$ cat config.mk
export PLATFORM = sky130hd
export DESIGN_NAME = core_scheduler_flat
export DESIGN_NICKNAME = d
export VERILOG_FILES = /design/src/rtl/core_sched_pkg.sv /design/src/rtl/core_scheduler_if.sv /design/src/rtl/core_scheduler_prio_pick.sv /design/src/rtl/core_scheduler.sv /design/src/flat_wrapper.sv
export SDC_FILE = /design/constraint.sdc
export NUM_CORES = 1
export LEC_CHECK = 0
export BUFFER_PORTS_ARGS = -buffer_cell sky130_fd_sc_hd__buf_4
export CORE_MARGIN = 2
export CORE_UTILIZATION = 43
export DETAILED_ROUTE_END_ITERATION = 8
export SLEW_MARGIN = 40
export SYNTH_ARGS = -nofsm -noshare
export SYNTH_HDL_FRONTEND = slang
export SYNTH_HIERARCHICAL = 1
export SYNTH_SLANG_ARGS = --single-unit
$ cat constraint.sdc
create_clock -name clk -period 4.1 [get_ports clk]
set_input_delay 0.41 -clock clk [delete_from_list [all_inputs] [get_ports clk]]
set_output_delay 0.41 -clock clk [all_outputs]
set_load 0.1 [all_outputs]
$ cat src/rtl/core_sched_pkg.sv
// Shared constants for the core scheduler: state encoding, default sizing and
// a small popcount helper used to count simultaneous completions.
package core_sched_pkg;

   localparam int unsigned DEF_N_CORES = 4;
   localparam int unsigned DEF_JOB_W   = 12;

   localparam logic [1:0] IDLE     = 2'd0;
   localparam logic [1:0] DISPATCH = 2'd1;
   localparam logic [1:0] WAIT     = 2'd2;
   localparam logic [1:0] DONE     = 2'd3;

   // Scheduler supports at most 8 cores, so an 8-bit popcount covers every case.
   function automatic logic [3:0] popcount8(input logic [7:0] v);
      logic [3:0] n;
      n = '0;
      for (int i = 0; i < 8; i++) begin
         n = n + {3'b000, v[i]};
      end
      return n;
   endfunction

endpackage

$ cat src/rtl/core_scheduler_if.sv
// Command and core handshake bundle between a run controller / core array
// (master side) and the core scheduler (slave side).
interface core_scheduler_if #(
   parameter int unsigned N_CORES = core_sched_pkg::DEF_N_CORES,
   parameter int unsigned JOB_W   = core_sched_pkg::DEF_JOB_W
);
   logic                       start;
   logic [JOB_W-1:0]           num_jobs;
   logic [N_CORES-1:0]         core_done;
   logic [N_CORES-1:0]         core_start;
   logic [N_CORES*JOB_W-1:0]   core_job_idx;
   logic                       busy;
   logic                       end_process;

   modport master (
      output start, num_jobs, core_done,
      input  core_start, core_job_idx, busy, end_process
   );

   modport slave (
      input  start, num_jobs, core_done,
      output core_start, core_job_idx, busy, end_process
   );
endinterface

$ cat src/rtl/core_scheduler_prio_pick.sv
// Lowest-index-first selector over the free-core vector: one-hot grant plus a
// flag saying whether any core is free.
module prio_pick #(
   parameter int unsigned N = 4
) (
   input  logic [N-1:0] free_i,
   output logic [N-1:0] grant_o,
   output logic         valid_o
);

   always_comb begin
      // Two's-complement trick isolates the lowest set bit.
      grant_o = free_i & (~free_i + N'(1));
      valid_o = |free_i;
   end

endmodule

$ cat src/rtl/core_scheduler.sv
// Dispatches job indices of one run to a pool of cores, one issue per cycle,
// and raises end_process once every issued job has reported completion.
module core_scheduler import core_sched_pkg::*; #(
   parameter int unsigned N_CORES = DEF_N_CORES,
   parameter int unsigned JOB_W   = DEF_JOB_W
) (
   input logic              clk,
   input logic              rst_n,
   core_scheduler_if.slave  bus
);

   localparam int unsigned CNT_W = JOB_W + 1;

   logic [1:0]               state_q, state_d;
   logic [CNT_W-1:0]         count_q, count_d;
   logic [CNT_W-1:0]         next_job_q, next_job_d;
   logic [CNT_W-1:0]         done_cnt_q, done_cnt_d;
   logic [N_CORES-1:0]       free_q, free_d;
   logic [N_CORES-1:0]       core_start_q, core_start_d;
   logic [N_CORES*JOB_W-1:0] job_idx_q, job_idx_d;
   logic                     busy_q, busy_d;
   logic                     end_q, end_d;

   logic [N_CORES-1:0]       grant;
   logic                     pick_valid;
   logic [N_CORES-1:0]       done_valid;
   logic [7:0]               done_vec8;

   prio_pick #(
      .N (N_CORES)
   ) u_prio_pick (
      .free_i  (free_q),
      .grant_o (grant),
      .valid_o (pick_valid)
   );

   always_comb begin
      // Completions from cores that are not running a job are ignored.
      done_valid = bus.core_done & ~free_q;
      done_vec8  = 8'(done_valid);
      free_d     = free_q | done_valid;
      done_cnt_d = done_cnt_q + CNT_W'(popcount8(done_vec8));

      state_d      = state_q;
      count_d      = count_q;
      next_job_d   = next_job_q;
      core_start_d = '0;
      job_idx_d    = job_idx_q;

      unique case (state_q)
         IDLE, DONE: begin
            if (bus.start) begin
               count_d    = {1'b0, bus.num_jobs};
               next_job_d = '0;
               done_cnt_d = '0;
               state_d    = (bus.num_jobs == '0) ? DONE : DISPATCH;
            end
         end
         DISPATCH: begin
            // Grant is taken from free_q, so a core freed this edge waits a cycle.
            if ((next_job_q < count_q) && pick_valid) begin
               core_start_d = grant;
               free_d       = free_d & ~grant;
               next_job_d   = next_job_q + CNT_W'(1);
               for (int i = 0; i < N_CORES; i++) begin
                  if (grant[i]) begin
                     job_idx_d[i*JOB_W +: JOB_W] = next_job_q[JOB_W-1:0];
                  end
               end
            end
            if (next_job_d == count_q) begin
               state_d = WAIT;
            end
         end
         WAIT: begin
            if (done_cnt_d == count_q) begin
               state_d = DONE;
            end
         end
         default: state_d = IDLE;
      endcase

      busy_d = (state_d == DISPATCH) || (state_d == WAIT);
      end_d  = (state_d == DONE);
   end

   always_ff @(posedge clk) begin
      if (!rst_n) begin
         state_q      <= IDLE;
         count_q      <= '0;
         next_job_q   <= '0;
         done_cnt_q   <= '0;
         free_q       <= '1;
         core_start_q <= '0;
         job_idx_q    <= '0;
         busy_q       <= 1'b0;
         end_q        <= 1'b0;
      end else begin
         state_q      <= state_d;
         count_q      <= count_d;
         next_job_q   <= next_job_d;
         done_cnt_q   <= done_cnt_d;
         free_q       <= free_d;
         core_start_q <= core_start_d;
         job_idx_q    <= job_idx_d;
         busy_q       <= busy_d;
         end_q        <= end_d;
      end
   end

   assign bus.core_start   = core_start_q;
   assign bus.core_job_idx = job_idx_q;
   assign bus.busy         = busy_q;
   assign bus.end_process  = end_q;

endmodule

$ cat src/flat_wrapper.sv
// flat-port wrapper written by rule: the top's interface ports become plain ports
module core_scheduler_flat import core_sched_pkg::*;
#(
   parameter int unsigned N_CORES = DEF_N_CORES,
   parameter int unsigned JOB_W   = DEF_JOB_W
)
  (clk, rst_n, bus_start, bus_num_jobs, bus_core_done, bus_core_start, bus_core_job_idx, bus_busy, bus_end_process);
  core_scheduler_if #(.N_CORES(N_CORES), .JOB_W(JOB_W)) bus_i ();
  input logic clk;
  input logic rst_n;
  input wire logic [$bits(bus_i.start)-1:0] bus_start;
  input wire logic [$bits(bus_i.num_jobs)-1:0] bus_num_jobs;
  input wire logic [$bits(bus_i.core_done)-1:0] bus_core_done;
  output wire logic [$bits(bus_i.core_start)-1:0] bus_core_start;
  output wire logic [$bits(bus_i.core_job_idx)-1:0] bus_core_job_idx;
  output wire logic [$bits(bus_i.busy)-1:0] bus_busy;
  output wire logic [$bits(bus_i.end_process)-1:0] bus_end_process;
  assign bus_i.start = bus_start;
  assign bus_i.num_jobs = bus_num_jobs;
  assign bus_i.core_done = bus_core_done;
  assign bus_core_start = bus_i.core_start;
  assign bus_core_job_idx = bus_i.core_job_idx;
  assign bus_busy = bus_i.busy;
  assign bus_end_process = bus_i.end_process;
  core_scheduler #(.N_CORES(N_CORES), .JOB_W(JOB_W)) u_core (.clk(clk), .rst_n(rst_n), .bus(bus_i));
endmodule
=== After elaboration in Yosys (flattened, before gate mapping) ===
Cells that the tools add are included.

* Bits in latches: 0
* Logic and storage cells: 61
* RAM bits: 0
* Bits in read-only memories: 0
* Memories: 0
* Bits of input ports: 19
* Flip-flop bits (word level): 98

* Shift operators: 0
* Reduce and logical (&&, ||, !) cells: 14
* Bitwise gates (word level): 6
* Multiplexer cells: 13
* Equality and inequality tests: 9
* Multiply operators: 0
* Order comparisons: 1
* Divide/modulo/power cells: 0
* Add/subtract/negate cells: 6

{| class="wikitable"
|+ Operator list
! operator !! number
|-
| $mux W13 || 5
|-
| $eq A13 B12 Y1 || 2
|-
| $pmux W13 S2 || 1
|-
| $reduce_and A3 Y1 || 5
|-
| $add A13 B1 Y13 const B || 1
|-
| $add A13 B4 Y13 || 1
|-
| $lt A13 B12 Y1 || 1
|-
| $and A4 B4 Y4 || 3
|-
| $logic_not A12 Y1 || 1
|-
| $add A4 B1 Y4 || 2
|-
| $eq A2 B2 Y1 const B || 4
|-
| $mux W2 || 4
|-
| $mux W4 || 2
|-
| $not A4 Y4 || 2
|-
| $pmux W2 S3 || 1
|-
| $add A4 B1 Y4 const B || 1
|-
| $eq A2 B1 Y1 const B || 2
|-
| $or A4 B4 Y4 || 1
|-
| $reduce_and A2 Y1 || 2
|-
| $reduce_or A4 Y1 || 1
|-
| $add A1 B1 Y2 || 1
|-
| $logic_not A2 Y1 || 1
|-
| $ne A2 B2 Y1 const B || 1
|-
| $reduce_bool A2 Y1 || 1
|-
| 3 further kinds || 3
|}

=== Logic depth before layout (Yosys ltp) ===
* Word-level depth: 11
* Depth in mapped cells: 14

=== Cells and area by module ===
Netlist, hierarchy kept.

{| class="wikitable"
|+ By module, submodules not included
! module !! seq. area each (um2) !! cells each !! instances !! area an instance (um2)
|-
| core_scheduler || 1,961.9 || 565 || 1 || 5,083.6
|-
| prio_pick || 0.0 || 5 || 1 || 40.0
|}

=== Least setup slack after synthesis ===
Ideal clock, no wire load.

* Path type: in2reg
* Start point: in bus_core_done[0]
* End point: reg u_core.busy_q, in the netlist u_core/bus.busy
* Required time: 3.985 ns
* Setup time: 0.115 ns
* Slack: 0.312 ns
* Arrival: 3.673 ns
* Stages: 14
* Cells stage by stage: nor2b_1 > fa_1 > inv_1 > fa_1 > fa_1 > and4b_1 > nand4_1 > xor2_1 > xnor2_1 > and4_1 > a311oi_1 > a211oi_1 > ha_1 > and2_1

* Longest elaborated chain between the ends: 10
* Elaborated cells on any way between the ends: 11

{| class="wikitable"
|+ Ends and longest elaborated chain
! element !! RTL line !! RTL
|-
| start: declaration || flat_wrapper.sv:13 || <nowiki>input wire logic [$bits(bus_i.core_done)-1:0] bus_core_done;</nowiki>
|-
| $and A4 B4 Y4 (*) || core_scheduler.sv:39 || <nowiki>done_valid = bus.core_done & ~free_q;</nowiki>
|-
| $add A1 B1 Y2 (*) || core_sched_pkg.sv:18 || <nowiki>n = n + {3'b000, v[i]};</nowiki>
|-
| $add A4 B1 Y4 (*) (2 in a row) || core_sched_pkg.sv:18 ||
|-
| $add A13 B4 Y13 (*) || core_scheduler.sv:42 || <nowiki>done_cnt_d = done_cnt_q + CNT_W'(popcount8(done_vec8));</nowiki>
|-
| $eq A13 B12 Y1 (*) || core_scheduler.sv:76 || <nowiki>if (done_cnt_d == count_q) begin</nowiki>
|-
| $mux W2 (*) || core_scheduler.sv:76 ||
|-
| $pmux W2 S3 (*) || core_scheduler.sv:50 || <nowiki>unique case (state_q)</nowiki>
|-
| named net u_core.state_d[0] || core_scheduler.sv:14 || <nowiki>logic [1:0] state_q, state_d;</nowiki>
|-
| $eq A2 B1 Y1 or $eq A2 B2 Y1 (tied branches) || core_scheduler.sv:83 || <nowiki>busy_d = (state_d == DISPATCH) || (state_d == WAIT);</nowiki>
|-
| $logic_or A1 B1 Y1 (*) || core_scheduler.sv:83 ||
|-
| named net u_core.busy_d || core_scheduler.sv:21 || <nowiki>logic busy_q, busy_d;</nowiki>
|-
| end signal: assignment || core_scheduler.sv:106 || <nowiki>busy_q <= busy_d;</nowiki>
|-
| end: declaration || core_scheduler.sv:21 ||
|}

The timed path passes the listed nets; every way through them passes the cells marked *.
A chain may end at the register's enable or synchronous reset.

=== Worst setup path in the final report ===
* Start point: reg u_core.free_q[0]
* End point: reg u_core.busy_q, in the netlist u_core/bus.busy

* Longest elaborated chain between the ends: 11
* Elaborated cells on any way between the ends: 18

{| class="wikitable"
|+ Ends and longest elaborated chain
! element !! RTL line !! RTL
|-
| start: declaration || core_scheduler.sv:18 || <nowiki>logic [N_CORES-1:0] free_q, free_d;</nowiki>
|-
| start signal: assignment || core_scheduler.sv:103 || <nowiki>free_q <= free_d;</nowiki>
|-
| $not A4 Y4 || core_scheduler.sv:39 ||
|-
| $and A4 B4 Y4 || core_scheduler.sv:39 ||
|-
| $add A1 B1 Y2 || core_sched_pkg.sv:18 ||
|-
| $add A4 B1 Y4 (2 in a row) || core_sched_pkg.sv:18 ||
|-
| $add A13 B4 Y13 || core_scheduler.sv:42 ||
|-
| $eq A13 B12 Y1 || core_scheduler.sv:76 ||
|-
| $mux W2 || core_scheduler.sv:76 ||
|-
| $pmux W2 S3 (*) || core_scheduler.sv:50 ||
|-
| named net u_core.state_d[0] || core_scheduler.sv:14 ||
|-
| $eq A2 B1 Y1 or $eq A2 B2 Y1 (tied branches) || core_scheduler.sv:83 ||
|-
| $logic_or A1 B1 Y1 (*) || core_scheduler.sv:83 ||
|-
| named net u_core.busy_d || core_scheduler.sv:21 ||
|}

The timed path passes the listed nets; every way through them passes the cells marked *. The select of a mux whose other input is x is not followed.

==> metrics.md <==
| Metric | Value |
|---|---|
| Syn_nets | 608 |
| Leak | 2.77 nW |
| Skew final | 0.00569 ns |
| Die Ht | 113 um |
| GRT Total Usage | 0.214 |
| Top-area cell type share of the netlist area | 0.383 |
| Die X | 113 um |
| Post-CTS Repair Setup Buffers | 0 |
| Layout cell share with drive strength beyond 1 | 0.207 |
| Bufs and invs on worst path | 2 |
| Clock buffer depth | 2 |
| NumNets Final | 672 |
| Cts bufs inserted | 9 |
| Cell Pwr Density | 483 nW/um2 |
| Type of the worst setup path | reg -> reg |
| Synth area leader | dfxtp_1 |
| Largest net degree at the start of global routing | 40 |
| Row count | 39 |
| Clock Sinks | 98 |
| CTS tree | built |
| Synth Area in Adders | 0.0508 |
| Wirelength, routed | 13,400 um |
| Ys flop type | dfxtp_1 |
| Synth Area in Simple Gates | 0.232 |
| Critical Path Start Type | flip-flop |
| Top cell by count, worst path | fa_1 |
| Synth warnings | 6 |
| Fin. max-slew vios | 0 |
| Global-route wire length before repair | 21,600 um |
| DR iter-0 viols | 381 |
| Worst vdd ir | 232 uV |
| Total Power | 0.00295 W |
| Worst-margin pin slew | 0.688 ns |
| Synth cell types | 65 |
| #FFs+latches synth | 98 |
| Tcrit/Tclk final | 0.939 |
| Detailed placement HPWL | 9750 um |
| Syn_area_per_cell | 8.99 um2 |
| Multi-input logic area | 2910 um2 |
| Largest family of logic cells by synthesized area | simple AND/OR/NAND/NOR gates |
| Fin crit period | 3.85 ns |
| Ports | 73 |
| Via density | 5.47 |
| CP Capture Type | flip-flop |
| RSZ-0062 raised after global routing | false |
| Achievable Freq | 260 MHz |
| Number of antenna violations at the first check in global routing | 0 |
| Post-route setup slack | 0.250 ns |
| Crit-path slowest cell | fa_1 |
| Hold buffer count at CTS | 0 |
| Hold_ws | 0.297 ns |
| Vias in the first global route | 4,074 |
| Synth Instances | 570 |
| GPL Wtd Cong | 0.907 |
| Setup_tns | 0 ns |
| Most frequent cells after synthesis | dfxtp_1, nor2_1, nand2_1 |
| Post-route DRC | 3 |
| Synth Area in Compound Gates | 0.115 |
| Core area | 11,500 um2 |
| Final Setup Violations | 0 |
| # port buffers | 72 |
| Overflow after GRT | 0 |
| Worst slack at placement | -0.198 ns |
| Failing checks | design-rule violations |
| CP max stage delay | 0.50 ns |
| Crit Path Max Fanout | 4 |
| Synth async-reset ratio | 0 |
| Most frequent cell after synthesis | dfxtp_1 |
| H-Tree Depth | 3 |
| Initial Utilization | 0.445 |
| Crit-path cells | nor2b_1 -> fa_1 -> inv_1 -> fa_1 -> fa_1 -> and4b_2 -> nand4_1 -> xor2_2 -> xnor2_1 -> and4_1 -> a311oi_1 -> buf_4 -> a211oi_1 -> ha_1 -> and2_1 |
| Area grow syn2layout | 19.0% |
| Die Area | 12,800 um2 |
| Drt pass-1 iters | 8 |
| # fillers | 1,102 |
| Multiplexer fraction of the synthesized cell area | 0.0987 |
| Routed WL per cell | 17.1 um |
| Outcome | complete, but fails checks |
| CP top delay family | adder cells |
| Via count | 4,281 |
| Antenna cells | 0 |
| Antenna viol nets, final | 0 |
| CTS Root Buffer Type | clkbuf_16 |
| Synth area leaders | dfxtp_1, mux2i_1, nor2_1 |
| Netlist Area Pre-Place | 5120 um2 |
| Endpoints failing hold | 0 |
| Clock transition at the registers of the reported paths | 0.07 ns |
| Number of synthesized flops with an enable pin | 0 |
| Worst hold path type | in -> reg |
| Sequential area share after synthesis | 0.383 |
| Critical path data required time | 4.34 ns |
| Clk_lat worst skew | 0.35 ns |
| Reg area | 1960 um2 |
| CP arrival | 4.09 ns |
| Max-capacitance violation count | 0 |
| Final Util | 0.529 |
| Max transition margin | 0.540 |
| XOR/XNOR share of the synthesized area | 0.0676 |
registers in the layout (all words and copies together), names as in the netlist:
signal	flops
u_core/bus.core_job_idx	48
u_core/done_cnt_q	13
u_core/next_job_q	13
u_core/count_q	12
u_core/bus.core_start	4
u_core/free_q	4
u_core/state_q	2
u_core/bus.busy	1
u_core/bus.end_process	1
stage by stage:
step / area (um2) / std cells
global route: 6090 / 782
detailed placement: 5780 / 766
CTS: 6080 / 782
finish: 6090 / 782
global placement: 5780 / 766
floorplan: 5120 / 570
cells by family (layout without fill, tap and decap cells):
group                    Yosys count  in the layout
AO/OA/AOI/OAI                     86             86
adder cells (fa/ha/maj)           19             19
flip-flops                        98             98
AND/OR/NAND/NOR                  220            220
XOR/XNOR                          38             38
buffers and inverters             59            128
multiplexers                      50             50
power by group:
part / internal, W / switching (W) / total [W]
sequential: 0.00100 / 0.0000557 / 0.00106
clock: 0.000466 / 0.000375 / 0.000840
combinational: 0.000375 / 0.000670 / 0.00104
path summary, 6_finish.rpt:
check | from | to | slack, ns | cells after the start
max reg2reg | u_core/free_q[0]$_SDFF_PN1_ | u_core/bus.busy$_SDFF_PN0_ | 0.25 | 15
min reg2reg | u_core/count_q[10]$_SDFFE_PN0P_ | u_core/count_q[10]$_SDFFE_PN0P_ | 0.49 | 2
max | u_core/free_q[0]$_SDFF_PN1_ | u_core/bus.busy$_SDFF_PN0_ | 0.25 | 15
min | bus_core_done[0] | u_core/free_q[0]$_SDFF_PN1_ | 0.30 | 3
tightest hold or removal path: cells and delay by family:
kind / cells / cell delay [ns]
AND/OR/NAND/NOR: 1 / 0.05
buffers and inverters: 1 / 0.08
AO/OA/AOI/OAI: 1 / 0.07
area by class of cell:
cell class                 count  share of cell area
multi-input combinational    413               0.477
timing repair buffer          87               0.107
tap                          143              0.0294
clock buffer                  12              0.0437
clock inverter                 4             0.00534
inverter                      25              0.0154
sequential                    98               0.322
routing by layer:
metal,wire [um],vias to the layer above,global-route usage
met4,209,0,0.0659
met1,6160,2068,0.291
li1,-,2097,-
met3,615,15,0.0354
met2,6380,101,0.351
met5,0,-,0
cell usage in the layout (no fill, tap or decap), types with 8 or more instances in the layout:
master,count
clkbuf_16,9
nor4_1,8
nand3_1,13
nor2_1,79
a21oi_1,25
inv_1,24
ha_1,16
mux2i_1,49
buf_4,87
xnor2_1,20
nand2_1,56
dfxtp_1,97
o21ai_0,16
xor2_1,16
timing repair:
action	4_1_cts	5_1_grt
hold endpoints to repair	0	0
resized for setup	0	5
endpoints found under the setup margin	0	2
No activity file was read; power rests on OpenSTA's default activity.
